**config.mk**
```make
export PLATFORM = sky130hd
export DESIGN_NAME = midi_msg_parser
export DESIGN_NICKNAME = d
export VERILOG_FILES = /design/src/rtl/midi_pkg.sv /design/src/rtl/midi_byte_timer.sv /design/src/rtl/midi_msg_parser.sv
export SDC_FILE = /design/constraint.sdc
export NUM_CORES = 1
export LEC_CHECK = 0
export CORE_UTILIZATION = 45
export CTS_CLUSTER_SIZE = 10
export DETAILED_ROUTE_END_ITERATION = 12
export GPL_TIMING_DRIVEN = 0
export PLACE_DENSITY = 0.7
export RECOVER_POWER = 50
export SLEW_MARGIN = 20
export SYNTH_ARGS = -nofsm -noshare
export SYNTH_HDL_FRONTEND = slang
export SYNTH_HIERARCHICAL = 1
export SYNTH_SLANG_ARGS = --single-unit
```
**constraint.sdc**
```tcl
create_clock -name clk_in -period 2.7 [get_ports clk_in]
set_input_delay 0.405 -clock clk_in [delete_from_list [all_inputs] [get_ports clk_in]]
set_output_delay 0.405 -clock clk_in [all_outputs]
set_load 0.01 [all_outputs]
```
**src/rtl/midi_pkg.sv**
```systemverilog
// Shared MIDI types, status constants and the per-status data-length helper.
package midi_pkg;

  typedef enum logic [2:0] {
    NOTE_OFF = 3'd0,
    NOTE_ON  = 3'd1,
    POLY_AT  = 3'd2,
    CTRL     = 3'd3,
    PROG     = 3'd4,
    CHAN_AT  = 3'd5,
    PITCH    = 3'd6
  } msg_type_t;

  typedef enum logic [1:0] {
    IDLE    = 2'd0,
    WAIT_D1 = 2'd1,
    WAIT_D2 = 2'd2,
    SYSEX   = 2'd3
  } parse_state_t;

  localparam logic [3:0] NOTE_OFF_S = 4'h8;
  localparam logic [3:0] NOTE_ON_S  = 4'h9;
  localparam logic [3:0] POLY_AT_S  = 4'hA;
  localparam logic [3:0] CTRL_S     = 4'hB;
  localparam logic [3:0] PROG_S     = 4'hC;
  localparam logic [3:0] CHAN_AT_S  = 4'hD;
  localparam logic [3:0] PITCH_S    = 4'hE;

  localparam logic [7:0] SYSEX_START = 8'hF0;
  localparam logic [7:0] SYSEX_END   = 8'hF7;
  localparam logic [7:0] RT_MIN      = 8'hF8;

  function automatic logic [1:0] data_len(input logic [3:0] nib);
    return (nib == PROG_S || nib == CHAN_AT_S) ? 2'd1 : 2'd2;
  endfunction

endpackage

```
**src/rtl/midi_byte_timer.sv**
```systemverilog
// Inter-byte timeout down-counter: clr reloads, en counts, expired pulses on the last count.
module midi_byte_timer #(
  parameter int CYCLES = 96000,
  localparam int W = $clog2(CYCLES + 1)
) (
  input  logic clk_in,
  input  logic rst_in,
  input  logic clr_in,
  input  logic en_in,
  output logic expired_out
);

  logic [W-1:0] cnt_q, cnt_d;

  always_comb begin
    cnt_d = cnt_q;
    if (clr_in)                     cnt_d = W'(CYCLES);
    else if (en_in && cnt_q != '0)  cnt_d = cnt_q - W'(1);
  end

  always_ff @(posedge clk_in or posedge rst_in) begin
    if (rst_in) cnt_q <= '0;
    else        cnt_q <= cnt_d;
  end

  // Fires CYCLES cycles after the reload; a reload in the same cycle wins.
  assign expired_out = en_in && !clr_in && (cnt_q == W'(1));

endmodule

```
**src/rtl/midi_msg_parser.sv**
```systemverilog
// MIDI channel-voice parser with running status, real-time passthrough, SysEx skip and timeout.
// Optional counters enabled by defining MIDI_PARSER_STATS_EN.
module midi_msg_parser
  import midi_pkg::*;
#(
  parameter int          CLK_FREQ      = 100_000_000,
  parameter int          BAUD_RATE     = 31_250,
  parameter int          TIMEOUT_BYTES = 3,
  parameter logic [15:0] CHANNEL_MASK  = 16'hFFFF
) (
  input  logic      clk_in,
  input  logic      rst_in,
  input  logic      byte_valid_in,
  input  logic [7:0] byte_in,
  output logic      msg_valid_out,
  output msg_type_t msg_type_out,
  output logic [3:0] channel_out,
  output logic [6:0] data1_out,
  output logic [6:0] data2_out,
  output logic      rt_valid_out,
  output logic [7:0] rt_byte_out,
`ifdef MIDI_PARSER_STATS_EN
  output logic [15:0] msg_count_out,
  output logic [15:0] err_count_out,
`endif
  output logic      error_out
);

  localparam longint TO_L = longint'(TIMEOUT_BYTES) * 64'sd10 * longint'(CLK_FREQ) / longint'(BAUD_RATE);
  localparam int TIMEOUT_CYCLES = int'(TO_L);

  parse_state_t state_q, state_d;
  logic [7:0]   rs_q, rs_d;
  logic [6:0]   d1_q, d1_d;
  logic         pend_q, pend_d;

  logic         msg_valid_d, rt_valid_d, err_d;
  msg_type_t    type_d;
  logic [3:0]   ch_d;
  logic [6:0]   d1o_d, d2o_d;
  logic [7:0]   rt_byte_d;

  logic is_rt, is_data, is_stat, done, tmr_clr, tmr_en, expired;
  logic [6:0] d1_sel, d2_sel;

  assign is_rt   = byte_valid_in && (byte_in >= RT_MIN);
  assign is_data = byte_valid_in && !byte_in[7];
  assign is_stat = byte_valid_in && byte_in[7] && (byte_in < RT_MIN);
  assign done    = is_data && (state_q == WAIT_D2 ||
                   (state_q == WAIT_D1 && data_len(rs_q[7:4]) == 2'd1));
  assign d1_sel  = (state_q == WAIT_D2) ? d1_q : byte_in[6:0];
  assign d2_sel  = (state_q == WAIT_D2) ? byte_in[6:0] : 7'd0;

  // Real-time bytes leave the timer alone; every other byte restarts it.
  assign tmr_clr = is_data || is_stat;
  assign tmr_en  = pend_q && (state_q == WAIT_D1 || state_q == WAIT_D2);

  midi_byte_timer #(.CYCLES(TIMEOUT_CYCLES)) u_timer (
    .clk_in      (clk_in),
    .rst_in      (rst_in),
    .clr_in      (tmr_clr),
    .en_in       (tmr_en),
    .expired_out (expired)
  );

  // Next-state
  always_comb begin
    state_d = state_q;
    rs_d    = rs_q;
    d1_d    = d1_q;
    pend_d  = pend_q;
    if (is_stat) begin
      if (byte_in < SYSEX_START) begin
        state_d = WAIT_D1;
        rs_d    = byte_in;
        pend_d  = 1'b1;
      end else begin
        rs_d    = 8'h00;
        pend_d  = 1'b0;
        state_d = (byte_in == SYSEX_START) ? SYSEX : IDLE;
      end
    end else if (is_data) begin
      case (state_q)
        WAIT_D1: begin
          d1_d = byte_in[6:0];
          if (done) pend_d = 1'b0;
          else begin
            state_d = WAIT_D2;
            pend_d  = 1'b1;
          end
        end
        WAIT_D2: begin
          state_d = WAIT_D1;
          pend_d  = 1'b0;
        end
        default: ;
      endcase
    end else if (expired) begin
      state_d = WAIT_D1;
      pend_d  = 1'b0;
    end
  end

  // Output
  always_comb begin
    msg_valid_d = done && CHANNEL_MASK[rs_q[3:0]];
    type_d      = msg_type_out;
    ch_d        = channel_out;
    d1o_d       = data1_out;
    d2o_d       = data2_out;
    if (msg_valid_d) begin
      type_d = (rs_q[7:4] == NOTE_ON_S && d2_sel == 7'd0) ? NOTE_OFF : msg_type_t'(rs_q[6:4]);
      ch_d   = rs_q[3:0];
      d1o_d  = d1_sel;
      d2o_d  = d2_sel;
    end
    rt_valid_d = is_rt;
    rt_byte_d  = is_rt ? byte_in : rt_byte_out;
    err_d      = (is_data && state_q == IDLE) || expired;
  end

  always_ff @(posedge clk_in or posedge rst_in) begin
    if (rst_in) begin
      state_q       <= IDLE;
      rs_q          <= 8'h00;
      d1_q          <= 7'd0;
      pend_q        <= 1'b0;
      msg_valid_out <= 1'b0;
      msg_type_out  <= NOTE_OFF;
      channel_out   <= 4'd0;
      data1_out     <= 7'd0;
      data2_out     <= 7'd0;
      rt_valid_out  <= 1'b0;
      rt_byte_out   <= 8'h00;
      error_out     <= 1'b0;
    end else begin
      state_q       <= state_d;
      rs_q          <= rs_d;
      d1_q          <= d1_d;
      pend_q        <= pend_d;
      msg_valid_out <= msg_valid_d;
      msg_type_out  <= type_d;
      channel_out   <= ch_d;
      data1_out     <= d1o_d;
      data2_out     <= d2o_d;
      rt_valid_out  <= rt_valid_d;
      rt_byte_out   <= rt_byte_d;
      error_out     <= err_d;
    end
  end

`ifdef MIDI_PARSER_STATS_EN
  logic [15:0] msg_cnt_q, msg_cnt_d, err_cnt_q, err_cnt_d;

  always_comb begin
    msg_cnt_d = msg_valid_d ? msg_cnt_q + 16'd1 : msg_cnt_q;
    err_cnt_d = (err_d && err_cnt_q != 16'hFFFF) ? err_cnt_q + 16'd1 : err_cnt_q;
  end

  always_ff @(posedge clk_in or posedge rst_in) begin
    if (rst_in) begin
      msg_cnt_q <= 16'd0;
      err_cnt_q <= 16'd0;
    end else begin
      msg_cnt_q <= msg_cnt_d;
      err_cnt_q <= err_cnt_d;
    end
  end

  assign msg_count_out = msg_cnt_q;
  assign err_count_out = err_cnt_q;
`endif

endmodule

```
==> impl_metrics.toml, run 1 <==
[timing]
period_minus_slack_ps = 2560
fin_crit_sh_pct = 94.9
whs_ps = 385
maxSlewHeadroom_pct = 46.9
max_freq_ghz = 0.390
report.final.hold_viol_count = 0
finClkSkew_ps = 11.9
setup-tns-final_ps = 0
worst_pin_slew_ps = 796
finalSetupViolCount = 0
maxSlewViolCount = 0
setup_ws_ps = 138

[place]
dp_slack_ps = -932
dpl.hpwl_mm = 4.84
io_buffers = 41
gp_congestion = 0.793

[global_routing]
grt_max_degree = 30
grt_remaining_overflow = 0
grt_usage_pct = 20.4
antenna_found_initial = 0
grt_pass1_wl_mm = 11.9
met2_usage_pct = 31.4
grtUsageMet3_pct = 5.31
met1_usage_pct = 28.5
top_usage_layer = "met2"
grt_pass1_vias = 2356

[setup_path]
crit_fanout = 10
cp.arrival_ps = 2780
crit_type = "primary input to register"
setup.worst_path.end_class = "register"
critPathRequiredTime_ps = 2920
path_cells = "clkdlybuf4s50_1 > nand2_1 > a41o_4 > nand2_1 > clkbuf_1 > inv_1 > o311a_1 > a31o_2"
crit_path_start_kind = "primary input"
crit_slowest_cell = "clkdlybuf4s50_1"
cp_slowest_stage_delay_ps = 550
critPathBufInv = 3
cpMostUsedCell = "nand2_1"
cpLargestDelayFamily = "buffers and inverters"

[cts]
clkSlewWorstSetupHoldPaths_ps = 80
insertion_delay_ps = 340
cts_tree = "built"
clockRootBuffer = "clkbuf_8"
cts_htree_levels = 3
cts_buffers = 9
cts.sinks = 67
hold_buffers = 0
clockBufferDepth = 2

[power]
p_seq_share_pct = 37.7
sw_frac_of_total_pct = 32.7
powerDensity_nw_per_um2 = 965
intPower_mw = 2.69
pwr-share-clk_pct = 25.1
power_mw = 4.00
combPwrFrac_pct = 37.2
p_switching_mw = 1.31
p_leak_nw = 1.79
irDropWorstVdd_mv = 0.508

[synthesis]
synth-main-ff-cell = "dfrtp_1"
synth_fa_ha_area_share_pct = 1.92
synth.area.mux_share_pct = 13.4
synth_area_um2 = 3250
synth.distinct_cells = 53
synth-compound-area-share_pct = 12.7
synth_edf_count = 0
synth_top_family_by_area = "simple AND/OR/NAND/NOR gates"
synth-simple-area-share_pct = 17.4
syn_area_per_cell_um2 = 11.7
ys_ff_latch = 67
ys_warn_count = 6
syn_nets = 293
seq_area_frac_synth_pct = 51.5
synth_xor_area_share_pct = 0
syn-instance-count = 277
async_flop_share_pct = 100

[run]
cap_violations = 0

[route]
drc_errors = 0
wl_mm = 7.18
drtAntennaViolNets = 0
routedWlPerCell_um = 16.5
via_per_inst = 5.52
drt_first_iter_violations = 162
dr.pass1.iters = 4
vias = 2405

[floorplanning]
die_h_um = 87.0
start_util_pct = 47.1
core_um2 = 6910
ioPinCount = 43
die_area_um2 = 7570
fp.dieW_um = 87.0
fp-row-count = 30

[finish]
layout_common_cells = "dfrtp_1 (67), clkdlybuf4s50_1 (36), nor2_1 (19)"
n_antenna_cell = 0
seqCellArea_um2 = 1680
fillerInstances = 572
drive_gt1_share_pct = 24.7
final_common_cell = "dfrtp_1"
nNetsFinal = 352
multi_input_area_um2 = 1540
syn2layout_area_growth_pct = 27.5

[worst_hold_path]
hold_path_class = "primary input to register"

[outcome]
status = "completed"
[per-layer routing]
layer | part of all wire [%] | wire length, um
met2 | 48 | 3420
met3 | 4.3 | 312
met1 | 48 | 3420
met4 | 0.43 | 31
met5 | 0 | 0
[flip-flops by register name (all words and copies together) (netlist names)]
name           cells
u_timer/cnt_q     17
rs_q               8
rt_byte_out        8
d1_q               7
data1_out          7
data2_out          7
channel_out        4
msg_type_out       3
state_q            2
error_out          1
msg_valid_out      1
pend_q             1
rt_valid_out       1
[path summary, 6_finish.rpt]
kind                                    from          endpoint  slack (ps)  depth (start not counted)
hold / removal                    byte_in[3]      data2_out[3]         380                          2
min in group asynchronous             rst_in  u_timer/cnt_q[0]         620                          2
setup reg to reg           u_timer/cnt_q[11]        state_q[0]         150                          7
hold reg to reg               rt_byte_out[5]    rt_byte_out[5]         480                          1
setup / recovery               byte_valid_in  u_timer/cnt_q[4]         140                          8
max in group asynchronous             rst_in        state_q[0]         820                          3
[Yosys cell counts, drive strengths merged, types with 3 or more instances]
master	count	area (um^2)
a21oi	8	58.8
o31ai	5	37.5
nand3	9	45.0
nand4	3	18.8
or3	4	30.0
nand2	14	55.1
or2	7	43.8
nor2	19	71.3
or4	8	67.6
clkbuf	7	26.3
nor2b	12	75.1
inv	11	41.3
a22o	13	116
mux2	28	345
dfrtp	67	1680
nor3	5	30.0
and2	3	18.8
o21ai	11	55.1
buf	5	33.8
a2111oi	3	38.8
mux2i	9	90.1
ha	5	62.6
[cell type report]
cell class / count / share of cell area, %
timing repair buffer: 49 / 11.5
tap: 96 / 2.90
sequential: 67 / 40.4
multi-input combinational: 187 / 37.1
clock buffer: 9 / 2.99
clock inverter: 6 / 2.78
buffer: 11 / 1.39
inverter: 11 / 0.995
[kinds of logic after synthesis]
kind of cell | after synthesis
buffers and inverters | 23
multiplexers | 37
AND/OR/NAND/NOR | 95
adder cells (fa/ha/maj) | 5
AO/OA/AOI/OAI | 50
flip-flops | 67
[power by group through the flow]
stage | sequential, mW | clock [mW] | combinational (mW)
6_report | 1.51 | 1.00 | 1.49
5_1_grt | 1.55 | 1.07 | 1.63
3_3_place_gp | 1.50 | 0 | 1.37
3_5_place_dp | 1.51 | 0 | 1.40
4_1_cts | 1.51 | 1.02 | 1.43
2_1_floorplan | 1.56 | 0 | 0.784
[per-stage QoR]
step                cells  cell area, um^2  util (%)
global placement      414             3780      54.8
floorplan             277             3250         -
global route          436             4150      60.1
detailed placement    415             3800      55.1
finish                436             4150      60.1
CTS                   429             4080      59.1
[what timing repair did]
item | in CTS | in global routing
resized for setup | 7 | 8
endpoints found under the setup margin | 3 | 3
cloned | 0 | 0
pin swaps | 0 | 2
setup buffers | 0 | 7
[worst reg2reg max path, cell delays in order, from the launching register on]
cell and delay [ps]:
dfrtp_1 450, or4_4 610, nor4_4 270, buf_6 180, nor4b_4 240, nor2_1 120
a32oi_2 220, mux2_1 340
No activity file was read; power rests on OpenSTA's default activity.
==> inputs of run 2 (changes only) <==
--- a/config.mk
+++ b/config.mk
@@ -11,6 +11,7 @@
 export GPL_TIMING_DRIVEN = 0
 export PLACE_DENSITY = 0.7
 export RECOVER_POWER = 50
+export SKIP_LAST_GASP = 1
 export SLEW_MARGIN = 20
 export SYNTH_ARGS = -nofsm -noshare
 export SYNTH_HDL_FRONTEND = slang
==> results of run 2 <==
No change in the layout: final DEF, timing and power equal those of run 1.
==> inputs of run 3 (changes only) <==
--- a/config.mk
+++ b/config.mk
@@ -5,6 +5,7 @@
 export SDC_FILE = /design/constraint.sdc
 export NUM_CORES = 1
 export LEC_CHECK = 0
+export CORE_ASPECT_RATIO = 1.1
 export CORE_UTILIZATION = 45
 export CTS_CLUSTER_SIZE = 10
 export DETAILED_ROUTE_END_ITERATION = 12
==> run 3 against run 2 <==
Die area barely moved. Power rose by 0.14%. First-iteration DRC count fell by 56%. Via count rose by 0.17%. Worst hold slack got worse by 2.5 ps. Critical path depth rose by 1. Global-route usage fell by 0.12 points. Count of clock-buffer cells in the layout did not move. Combinational power barely moved. Sequential power barely moved. Clock power barely moved. Largest cell class unchanged.
==> impl_metrics.toml, run 3 (synthesis results as in run 1) <==
[finish]
drive_gt1_share_pct = 25.3
utilization_pct = 59.2
fin_area_um2 = 4150
nNetsFinal = 356
syn2layout_area_growth_pct = 27.6
fillerInstances = 564
n_antenna_cell = 0
final_common_cell = "dfrtp_1"
regMostFlops = "u_timer/cnt_q"
largest_reg_flops = 17
layout_common_cells = "dfrtp_1 (67), clkdlybuf4s50_1 (36), nor2_1 (19)"
reg.largest.list = "u_timer/cnt_q x17, rs_q x8, rt_byte_out x8"

[cts]
cts_buffers = 9
cts_tree = "built"
clkSlewWorstSetupHoldPaths_ps = 80
insertion_delay_ps = 340
cts.sinks = 67
clockRootBuffer = "clkbuf_8"
hold_buffers = 0
clockBufferDepth = 2
cts_htree_levels = 3

[route]
vias = 2409
drtAntennaViolNets = 0
drc_errors = 0
drt_first_iter_violations = 71
wl_mm = 7.18
routedWlPerCell_um = 16.7
dr.pass1.iters = 4
via_per_inst = 5.62

[timing]
maxSlewViolCount = 0
setup-tns-final_ps = 0
maxSlewHeadroom_pct = 41.6
finClkSkew_ps = 11.1
period_minus_slack_ps = 2580
worst_pin_slew_ps = 874
max_freq_ghz = 0.388
fin_crit_sh_pct = 95.5
setup_ws_ps = 122
report.final.hold_viol_count = 0
finalSetupViolCount = 0

[floorplanning]
core_um2 = 7010
fp-row-count = 32
start_util_pct = 46.4
die_area_um2 = 7570
die_h_um = 91.2
fp.dieW_um = 83.1
ioPinCount = 43

[place]
placed_cell_area_um2 = 3790
dpl.hpwl_mm = 4.88
gp_congestion = 0.799
io_buffers = 41
dp_slack_ps = -846

[worst_hold_path]
min_to = "data2_out[3]"
holdCritStartpoint = "byte_in[3]"
hold_path_class = "primary input to register"
hold_depth = 2

[power]
power_mw = 4.01
p_leak_nw = 1.81
powerDensity_nw_per_um2 = 966
irDropWorstVdd_mv = 0.517

[setup_path]
reg2reg_depth = 9
crit_type = "register to register"
crit_path_start_kind = "register"
cpMostUsedCell = "nor4b_4"
critPathRequiredTime_ps = 2920
cp_slowest_stage_delay_ps = 370
path_cells = "inv_1 > ha_1 > and2_2 > nor4b_4 > nand2_4 > nor4b_4 > nor2_1 > a32oi_2 > mux2_1"
cpLargestDelayFamily = "simple AND/OR/NAND/NOR gates"
r2r_slack_ps = 120
cp.arrival_ps = 2800
critPathBufInv = 1
crit_slowest_cell = "dfrtp_1"
r2r-end = "state_q[0]"
setup.worst_path.end_class = "register"
reg2reg_from = "state_q[0]"
crit_fanout = 6

[global_routing]
grt_max_degree = 29
grt_pass1_vias = 2489
met1_usage_pct = 25.3
grt_usage_pct = 20.3
top_usage_layer = "met2"
grt_pass1_wl_mm = 12.1
met2_usage_pct = 33.2
antenna_found_initial = 0
grtUsageMet3_pct = 5.91
grt_remaining_overflow = 0

[run]
cap_violations = 0

[outcome]
status = "completed"
==> run 3: cell count changes in the layout (fill, tap and decap cells not counted), sizes merged <==
cell | previous run | this run
buf | 13 | 16
clkbuf | 15 | 16
==> run 3: area by class of cell <==
cell class | count | area [um^2] | share of cell area, %
Buffer | 11 | 57.6 | 1.39
Inverter | 11 | 41.3 | 0.995
Clock buffer | 9 | 124 | 2.98
Tap cell | 85 | 106 | 2.56
Clock inverter | 6 | 115 | 2.77
Multi-Input combinational cell | 187 | 1520 | 36.7
Timing Repair Buffer | 53 | 505 | 12.2
Sequential cell | 67 | 1680 | 40.4
==> run 3: how the worst max path moves through the flow <==
stage	from	endpoint	slack, ps	depth (start not counted)
after global routing	state_q[1]	state_q[0]	-20	9
final	state_q[0]	state_q[0]	120	9
after CTS	state_q[0]	state_q[0]	20	9
after global placement	byte_in[6]	state_q[0]	-840	9
after detailed placement	byte_in[6]	state_q[0]	-850	9
after floorplan	state_q[0]	state_q[0]	170	9
==> run 3: routing by layer <==
layer / routed length (um) / vias to the layer above
li1: - / 1132
met1: 3160 / 1206
met2: 3580 / 62
met3: 349 / 9
met4: 99 / 0
met5: 0 / -
==> run 3: power by group <==
part | internal (mW) | switching, mW | total [mW]
Combinational | 0.783 | 0.705 | 1.49
Sequential | 1.30 | 0.216 | 1.51
Clock | 0.611 | 0.395 | 1.01
==> run 3: what timing repair did <==
| item | in CTS | in global routing |
|---|---|---|
| endpoints found under the setup margin | 3 | 3 |
| setup buffers | 1 | 10 |
| pin swaps | 0 | 1 |
| resized for setup | 6 | 6 |
==> run 3: worst register-to-register path, stage by stage (launching register included) <==
cell	delay, ps
dfrtp_1	370
inv_1	70
ha_1	330
and2_2	210
nor4b_4	290
nand2_4	130
nor4b_4	350
nor2_1	120
a32oi_2	230
mux2_1	350
==> run 3: metrics by stage <==
step / instances / hold slack, ps
6_report: 429 / 382
5_1_grt: 429 / 396
2_1_floorplan: 277 / 331
3_5_place_dp: 404 / 454
4_1_cts: 419 / 361
3_3_place_gp: 403 / 453
